File: src/rtl/rpn_pkg.sv
// Shared constants and types for the RPN calculator and its tokenizer front end.
package rpn_pkg;

    // Calculator opcodes, valid when push = 0.
    localparam logic [1:0] OpNone = 2'd0;
    localparam logic [1:0] OpNeg  = 2'd1;
    localparam logic [1:0] OpAdd  = 2'd2;
    localparam logic [1:0] OpMul  = 2'd3;

    // ASCII codes recognised by the tokenizer.
    localparam logic [7:0] ChZero  = 8'h30;  // '0'
    localparam logic [7:0] ChNine  = 8'h39;  // '9'
    localparam logic [7:0] ChSpace = 8'h20;  // ' '
    localparam logic [7:0] ChPlus  = 8'h2B;  // '+'
    localparam logic [7:0] ChStar  = 8'h2A;  // '*'
    localparam logic [7:0] ChTilde = 8'h7E;  // '~'
    localparam logic [7:0] ChEqual = 8'h3D;  // '='

    typedef enum logic [1:0] {
        StIdle,
        StSetup,
        StStrobe,
        StDone
    } state_e;

    // True for '0'..'9'.
    function automatic logic is_digit(input logic [7:0] c);
        return (c >= ChZero) && (c <= ChNine);
    endfunction

endpackage

File: src/rtl/rpn_dec_acc.sv
// Decimal literal accumulator: acc = acc*10 + digit (mod 2^N), with a pending flag.
module rpn_dec_acc
    import rpn_pkg::*;
#(
    parameter int unsigned N = 16
) (
    input  logic         clk,
    input  logic         nrst,
    input  logic         digit_en_i,
    input  logic [3:0]   digit_i,
    input  logic         clear_i,
    output logic [N-1:0] acc_o,
    output logic         pend_o
);

    logic [N-1:0] acc_q, acc_d;
    logic         pend_q, pend_d;

    // Next accumulator value; clear on issue takes priority over a digit.
    always_comb begin
        acc_d  = acc_q;
        pend_d = pend_q;
        if (clear_i) begin
            acc_d  = '0;
            pend_d = 1'b0;
        end else if (digit_en_i) begin
            acc_d  = N'(acc_q * N'(10)) + N'(digit_i);
            pend_d = 1'b1;
        end
    end

    // Accumulator state.
    always_ff @(posedge clk or negedge nrst) begin
        if (!nrst) begin
            acc_q  <= '0;
            pend_q <= 1'b0;
        end else begin
            acc_q  <= acc_d;
            pend_q <= pend_d;
        end
    end

    assign acc_o  = acc_q;
    assign pend_o = pend_q;

endmodule

File: src/rtl/rpn_tokenizer.sv
// Character-stream tokenizer: turns ASCII literals/operators into strobed calculator commands.
module rpn_tokenizer
    import rpn_pkg::*;
#(
    parameter int unsigned N = 16
) (
    input  logic         clk,
    input  logic         nrst,
    input  logic         in_valid_i,
    output logic         in_ready_o,
    input  logic [7:0]   ch_i,
    output logic         step_o,
    output logic         push_o,
    output logic [1:0]   op_o,
    output logic [N-1:0] d_o,
    output logic         done_o,
    output logic         err_o
);

    state_e       state_q, state_d;
    logic         push_q, push_d;
    logic [1:0]   op_q, op_d;
    logic [N-1:0] d_q, d_d;
    logic         step_q, step_d;
    logic         done_q, done_d;
    logic         err_q, err_d;
    // Second command queued behind a push: an op, or the done pulse.
    logic         qop_vld_q, qop_vld_d;
    logic [1:0]   qop_q, qop_d;
    logic         qdone_q, qdone_d;

    logic         accept;
    logic         ch_digit;
    logic [3:0]   digit;
    logic         ch_op;
    logic [1:0]   ch_opc;
    logic         digit_en;
    logic         acc_clear;
    logic [N-1:0] acc;
    logic         pend;

    assign in_ready_o = (state_q == StIdle);
    assign accept     = in_valid_i && in_ready_o;

    // Character classification.
    always_comb begin
        ch_digit = is_digit(ch_i);
        digit    = 4'(ch_i - ChZero);
        ch_op    = 1'b1;
        ch_opc   = OpNone;
        unique case (ch_i)
            ChPlus:  ch_opc = OpAdd;
            ChStar:  ch_opc = OpMul;
            ChTilde: ch_opc = OpNeg;
            default: ch_op  = 1'b0;
        endcase
    end

    rpn_dec_acc #(
        .N (N)
    ) u_dec_acc (
        .clk        (clk),
        .nrst       (nrst),
        .digit_en_i (digit_en),
        .digit_i    (digit),
        .clear_i    (acc_clear),
        .acc_o      (acc),
        .pend_o     (pend)
    );

    // FSM next state, command loading and accumulator control.
    always_comb begin
        state_d   = state_q;
        push_d    = push_q;
        op_d      = op_q;
        d_d       = d_q;
        err_d     = err_q;
        qop_vld_d = qop_vld_q;
        qop_d     = qop_q;
        qdone_d   = qdone_q;
        digit_en  = 1'b0;
        acc_clear = 1'b0;

        unique case (state_q)
            StIdle: begin
                if (accept) begin
                    if (ch_digit) begin
                        digit_en = 1'b1;
                    end else if (ch_i == ChSpace || ch_op || ch_i == ChEqual) begin
                        if (pend) begin
                            push_d    = 1'b1;
                            op_d      = OpNone;
                            d_d       = acc;
                            acc_clear = 1'b1;
                            state_d   = StSetup;
                            if (ch_op) begin
                                qop_vld_d = 1'b1;
                                qop_d     = ch_opc;
                            end
                            if (ch_i == ChEqual) begin
                                qdone_d = 1'b1;
                            end
                        end else if (ch_op) begin
                            push_d  = 1'b0;
                            op_d    = ch_opc;
                            state_d = StSetup;
                        end else if (ch_i == ChEqual) begin
                            state_d = StDone;
                        end
                    end else begin
                        // Illegal character is dropped; only the sticky flag records it.
                        err_d = 1'b1;
                    end
                end
            end
            StSetup: begin
                state_d = StStrobe;
            end
            StStrobe: begin
                if (qop_vld_q) begin
                    push_d    = 1'b0;
                    op_d      = qop_q;
                    qop_vld_d = 1'b0;
                    state_d   = StSetup;
                end else if (qdone_q) begin
                    qdone_d = 1'b0;
                    state_d = StDone;
                end else begin
                    state_d = StIdle;
                end
            end
            StDone: begin
                state_d = StIdle;
            end
            default: begin
                state_d = StIdle;
            end
        endcase

        // Strobes come straight from flops so the calculator sees clean edges.
        step_d = (state_d == StStrobe);
        done_d = (state_d == StDone);
    end

    // State, command and strobe registers.
    always_ff @(posedge clk or negedge nrst) begin
        if (!nrst) begin
            state_q   <= StIdle;
            push_q    <= 1'b0;
            op_q      <= OpNone;
            d_q       <= '0;
            step_q    <= 1'b0;
            done_q    <= 1'b0;
            err_q     <= 1'b0;
            qop_vld_q <= 1'b0;
            qop_q     <= OpNone;
            qdone_q   <= 1'b0;
        end else begin
            state_q   <= state_d;
            push_q    <= push_d;
            op_q      <= op_d;
            d_q       <= d_d;
            step_q    <= step_d;
            done_q    <= done_d;
            err_q     <= err_d;
            qop_vld_q <= qop_vld_d;
            qop_q     <= qop_d;
            qdone_q   <= qdone_d;
        end
    end

    assign step_o = step_q;
    assign push_o = push_q;
    assign op_o   = op_q;
    assign d_o    = d_q;
    assign done_o = done_q;
    assign err_o  = err_q;

endmodule

File: config.mk
export PLATFORM = sky130hd
export DESIGN_NAME = rpn_tokenizer
export DESIGN_NICKNAME = d
export VERILOG_FILES = /design/src/rtl/rpn_pkg.sv /design/src/rtl/rpn_dec_acc.sv /design/src/rtl/rpn_tokenizer.sv
export SDC_FILE = /design/constraint.sdc
export NUM_CORES = 1
export LEC_CHECK = 0
export ABC_AREA = 1
export CELL_PAD_IN_SITES_DETAIL_PLACEMENT = 1
export CELL_PAD_IN_SITES_GLOBAL_PLACEMENT = 2
export CORE_ASPECT_RATIO = 1.2
export CORE_MARGIN = 4
export CORE_UTILIZATION = 25
export CTS_CLUSTER_DIAMETER = 120
export CTS_CLUSTER_SIZE = 10
export DETAILED_ROUTE_END_ITERATION = 7
export DONT_BUFFER_PORTS = 1
export GPL_ROUTABILITY_DRIVEN = 0
export PLACE_DENSITY_LB_ADDON = 0.1
export SYNTH_ARGS = -nofsm -noshare
export SYNTH_HDL_FRONTEND = slang
export SYNTH_HIERARCHICAL = 1
export SYNTH_SLANG_ARGS = --single-unit
File: constraint.sdc
create_clock -name clk -period 3.6 [get_ports clk]
set_input_delay 0.54 -clock clk [delete_from_list [all_inputs] [get_ports clk]]
set_output_delay 0.54 -clock clk [all_outputs]
set_load 0.1 [all_outputs]
==> results.sh <==
export IMPL_outcome="complete, no violations"
export IMPL_ctsHtreeMaxLevel=2
export IMPL_syn_cell_area_um2=3510
export IMPL_min_period_over_period_pct=77.3
export IMPL_chipHeight_um=138
export IMPL_detail_route_first_pass_iterations=2
export IMPL_drive_above_1_share_pct=15.6
export IMPL_die_area_um2=16000
export IMPL_largest_net_degree_at_the_start_of_global_routing=46
export IMPL_route_detailed_vias_per_inst=4.52
export IMPL_die_width_um=116
export IMPL_syn_mean_instance_area_um2=7.56
export IMPL_grt_antenna_before_repair=0
export IMPL_slew_headroom_pct=30.7
export IMPL_cts_repair_timing_setup_buffer_count=0
export IMPL_clk_insertion_delay_late_ns=0.29
export IMPL_met1Wirelength_um=4390
export IMPL_timing_hold_violations_final=0
export IMPL_top_signal_layer_used="met4"
export IMPL_worst_setup_ep_type="flop"
export IMPL_post_synth_mux_area_share_pct=0
export IMPL_n_antenna_cell=0
export IMPL_drt_wirelength_per_cell_um=15.1
export IMPL_postLayoutSetupSlackWorst_ns=0.817
export IMPL_placedCellCount=631
export IMPL_final_cell_count_no_fill=640
export IMPL_cells_after_synthesis=464
export IMPL_final_setup_viol_count=0
export IMPL_pre_cts_setup_slack_ns=0.779
export IMPL_groute_usage_overall_pct=12.9
export IMPL_vdd_drop_max_mv=0.215
export IMPL_route_antenna_remaining_nets=0
export IMPL_initial_core_util_pct=25.5
export IMPL_total_leakage_power_nw=2.10
export IMPL_max_slew_worst_pin_slew_ns=1.04
export IMPL_report_power_total_mw=2.13
export IMPL_timing_setup_tns_ns=0
export IMPL_synth_cell_types=38
export IMPL_final_common_cell="sky130_fd_sc_hd__nand2_1"
export IMPL_fmaxAchievable_mhz=359
export IMPL_postLayoutCellArea_um2=3870
export IMPL_grt_first_pass_wirelength_um=16200
export IMPL_syn2layout_area_growth_pct=10.3
export IMPL_detailed_route_wl_um=9640
export IMPL_sequential_element_share_of_the_synthesized_area_pct=32.1
export IMPL_yosys_area_share_adder_pct=10.4
export IMPL_ys_ff_latch=45
export IMPL_initialDrtViolationCount=116
export IMPL_fin_worst_hold_slack_ns=0.0888
export IMPL_synth_nets=503
export IMPL_clk_pin_slew_worst_paths_ns=0.07
export IMPL_rsz0062_at_grt="no"
export IMPL_parity_gate_share_of_the_synthesized_area_counting_xor_and_xnor_cells_pct=1.28
export IMPL_max_stage_delay_ns=0.59
export IMPL_layout_filler_cells=1693
export IMPL_worst_setup_path_type="reg -> reg"
export IMPL_main_combinational_cell_family_by_area_after_synthesis="simple AND/OR/NAND/NOR gates"
export IMPL_layout_cells_most_common_list="126 x sky130_fd_sc_hd__nand2_1, 75 x sky130_fd_sc_hd__inv_1, 45 x sky130_fd_sc_hd__dfrtp_1, 26 x sky130_fd_sc_hd__nor2_1, 26 x sky130_fd_sc_hd__ha_1"
export IMPL_finalCoreUtilization_pct=28.1
export IMPL_timing_max_cap_violations=0
export IMPL_tritoncts="done"
export IMPL_cts_root_buffer="sky130_fd_sc_hd__clkbuf_16"
export IMPL_fin_nets=507
export IMPL_ctsLongestPathBuffers=2
export IMPL_worstPathCellList="ha_1, ha_1, fa_1, nand2_1, inv_1, nand4_1, nand2_1, nand4_1, nor2_4, nand3_1, nand2_1, nand2_1, nand2_1, nand2_1"
export IMPL_timing_critical_path_required_ns=3.79
export IMPL_slowest_stage="sky130_fd_sc_hd__fa_1"
export IMPL_design_core_area_um2=13800
export IMPL_dp_final_hpwl_um=7670
export IMPL_std_cell_rows=47
export IMPL_post_cts_resized=0
export IMPL_synth_compound_gate_area_share_pct=7.31
export IMPL_total_length_of_routed_met2_wires_um=4850
export IMPL_critical_path_top_cell_by_count="sky130_fd_sc_hd__nand2_1"
export IMPL_first_global_vias=3084
export IMPL_globalRoute_totalOverflow=0
export IMPL_pin_count=34
export IMPL_hold_path_class="in -> async"
export IMPL_remaining_drc_errors=0
export IMPL_crit_path_start_kind="flop"
export IMPL_drv_slew=0
export IMPL_timing_final_crit_period_ns=2.78
export IMPL_route_vias_total=2893
export IMPL_synth_simple_area_share_pct=38.2
export IMPL_finalClockSkew_ns=0.0104
export IMPL_detailroute_wirelength_met3_um=278
export IMPL_cts_num_sinks=45
export IMPL_critical_path_peak_fanout=5
export IMPL_tritoncts_num_buffers=5
export IMPL_power_per_cell_area_nw_per_um2=550
export IMPL_r2r_slack_ns=0.82
export IMPL_critical_path_arrival_ns=2.97
export IMPL_port_buffers=0
export IMPL_yosys_warnings=6
export IMPL_placement_cell_area_um2=3670
-- worst max-delay path: cells and delay by family, from the launching register on --
kind	cells	cell delay, ns
fa+ha+maj	3	1.19
buf+inv	1	0.05
flops	1	0.45
simple gates	10	0.99
-- metal layers --
| layer | up-vias | track usage, % |
|---|---|---|
| li1 | 1480 | - |
| met1 | 1380 | 16.2 |
| met2 | 27 | 22.9 |
| met3 | 6 | 1.67 |
| met4 | 0 | 3.48 |
| met5 | - | 0 |
-- logic make-up (layout without fill, tap and decap cells) --
logic type,count (synthesis),in the layout
simple gates,258,258
buf+inv,89,94
flops,45,45
compound gates,41,41
fa+ha+maj,28,28
xor+xnor,3,3
-- cell usage after synthesis (all sizes together) --
cell    count  area share (%)
a21oi      11             1.6
a22o        4             1.0
a31o        2            0.50
a32o        5             1.4
buf         5             1.5
clkbuf      1            0.39
clkinv      2            0.21
dfrtp      45              32
fa          2             1.1
ha         26             9.3
inv        81             8.7
nand2     156              20
nand3      27             4.9
nand3b     19             4.1
nand4      11             2.4
nor2       39             6.1
nor3        3            0.43
o21ai      17             2.4
o21bai      1            0.21
o22ai       1            0.18
or2         3            0.61
xnor2       2             1.0
xor2        1            0.25
-- power breakdown --
part | internal (mW) | switching (mW)
Combinational | 0.265 | 0.442
Clock | 0.329 | 0.208
Sequential | 0.570 | 0.315
-- path summary, 6_finish.rpt --
kind,startpoint,end,cells past startpoint
max in group asynchronous,nrst,u_dec_acc/pend_o$_DFFE_PN0P_,1
max reg2reg,u_dec_acc/acc_o[1]$_DFFE_PN0P_,u_dec_acc/acc_o[14]$_DFFE_PN0P_,14
max,u_dec_acc/acc_o[1]$_DFFE_PN0P_,u_dec_acc/acc_o[14]$_DFFE_PN0P_,14
min reg2reg,u_dec_acc/acc_o[15]$_DFFE_PN0P_,u_dec_acc/acc_o[15]$_DFFE_PN0P_,2
min,nrst,d_o[11]$_DFFE_PN0P_,1
min in group clk,ch_i[0],qop_q[0]$_DFFE_PN0P_,1
-- what timing repair did --
item,in CTS,in global routing
hold buffers,1,0
hold endpoints to repair,45,0
setup endpoints to repair,0,0
-- final cells by class --
cell class,instances,area [um2],area share (%)
Clock buffer,5,125,3.23
Clock inverter,3,43.8,1.13
Inverter,83,312,8.05
Multi-Input combinational cell,330,2010,51.8
Sequential cell,45,1130,29.1
Tap cell,171,214,5.53
Timing Repair Buffer,3,42.5,1.10
-- state kept, by name, indices dropped and copies added, names as in the netlist, 2 cells and up --
| register | flops |
|---|---|
| qop_q | 2 |
| u_dec_acc/acc_o | 16 |
| op_o | 2 |
| d_o | 16 |
| state_q | 2 |
Power figures use the tool's default switching activity.
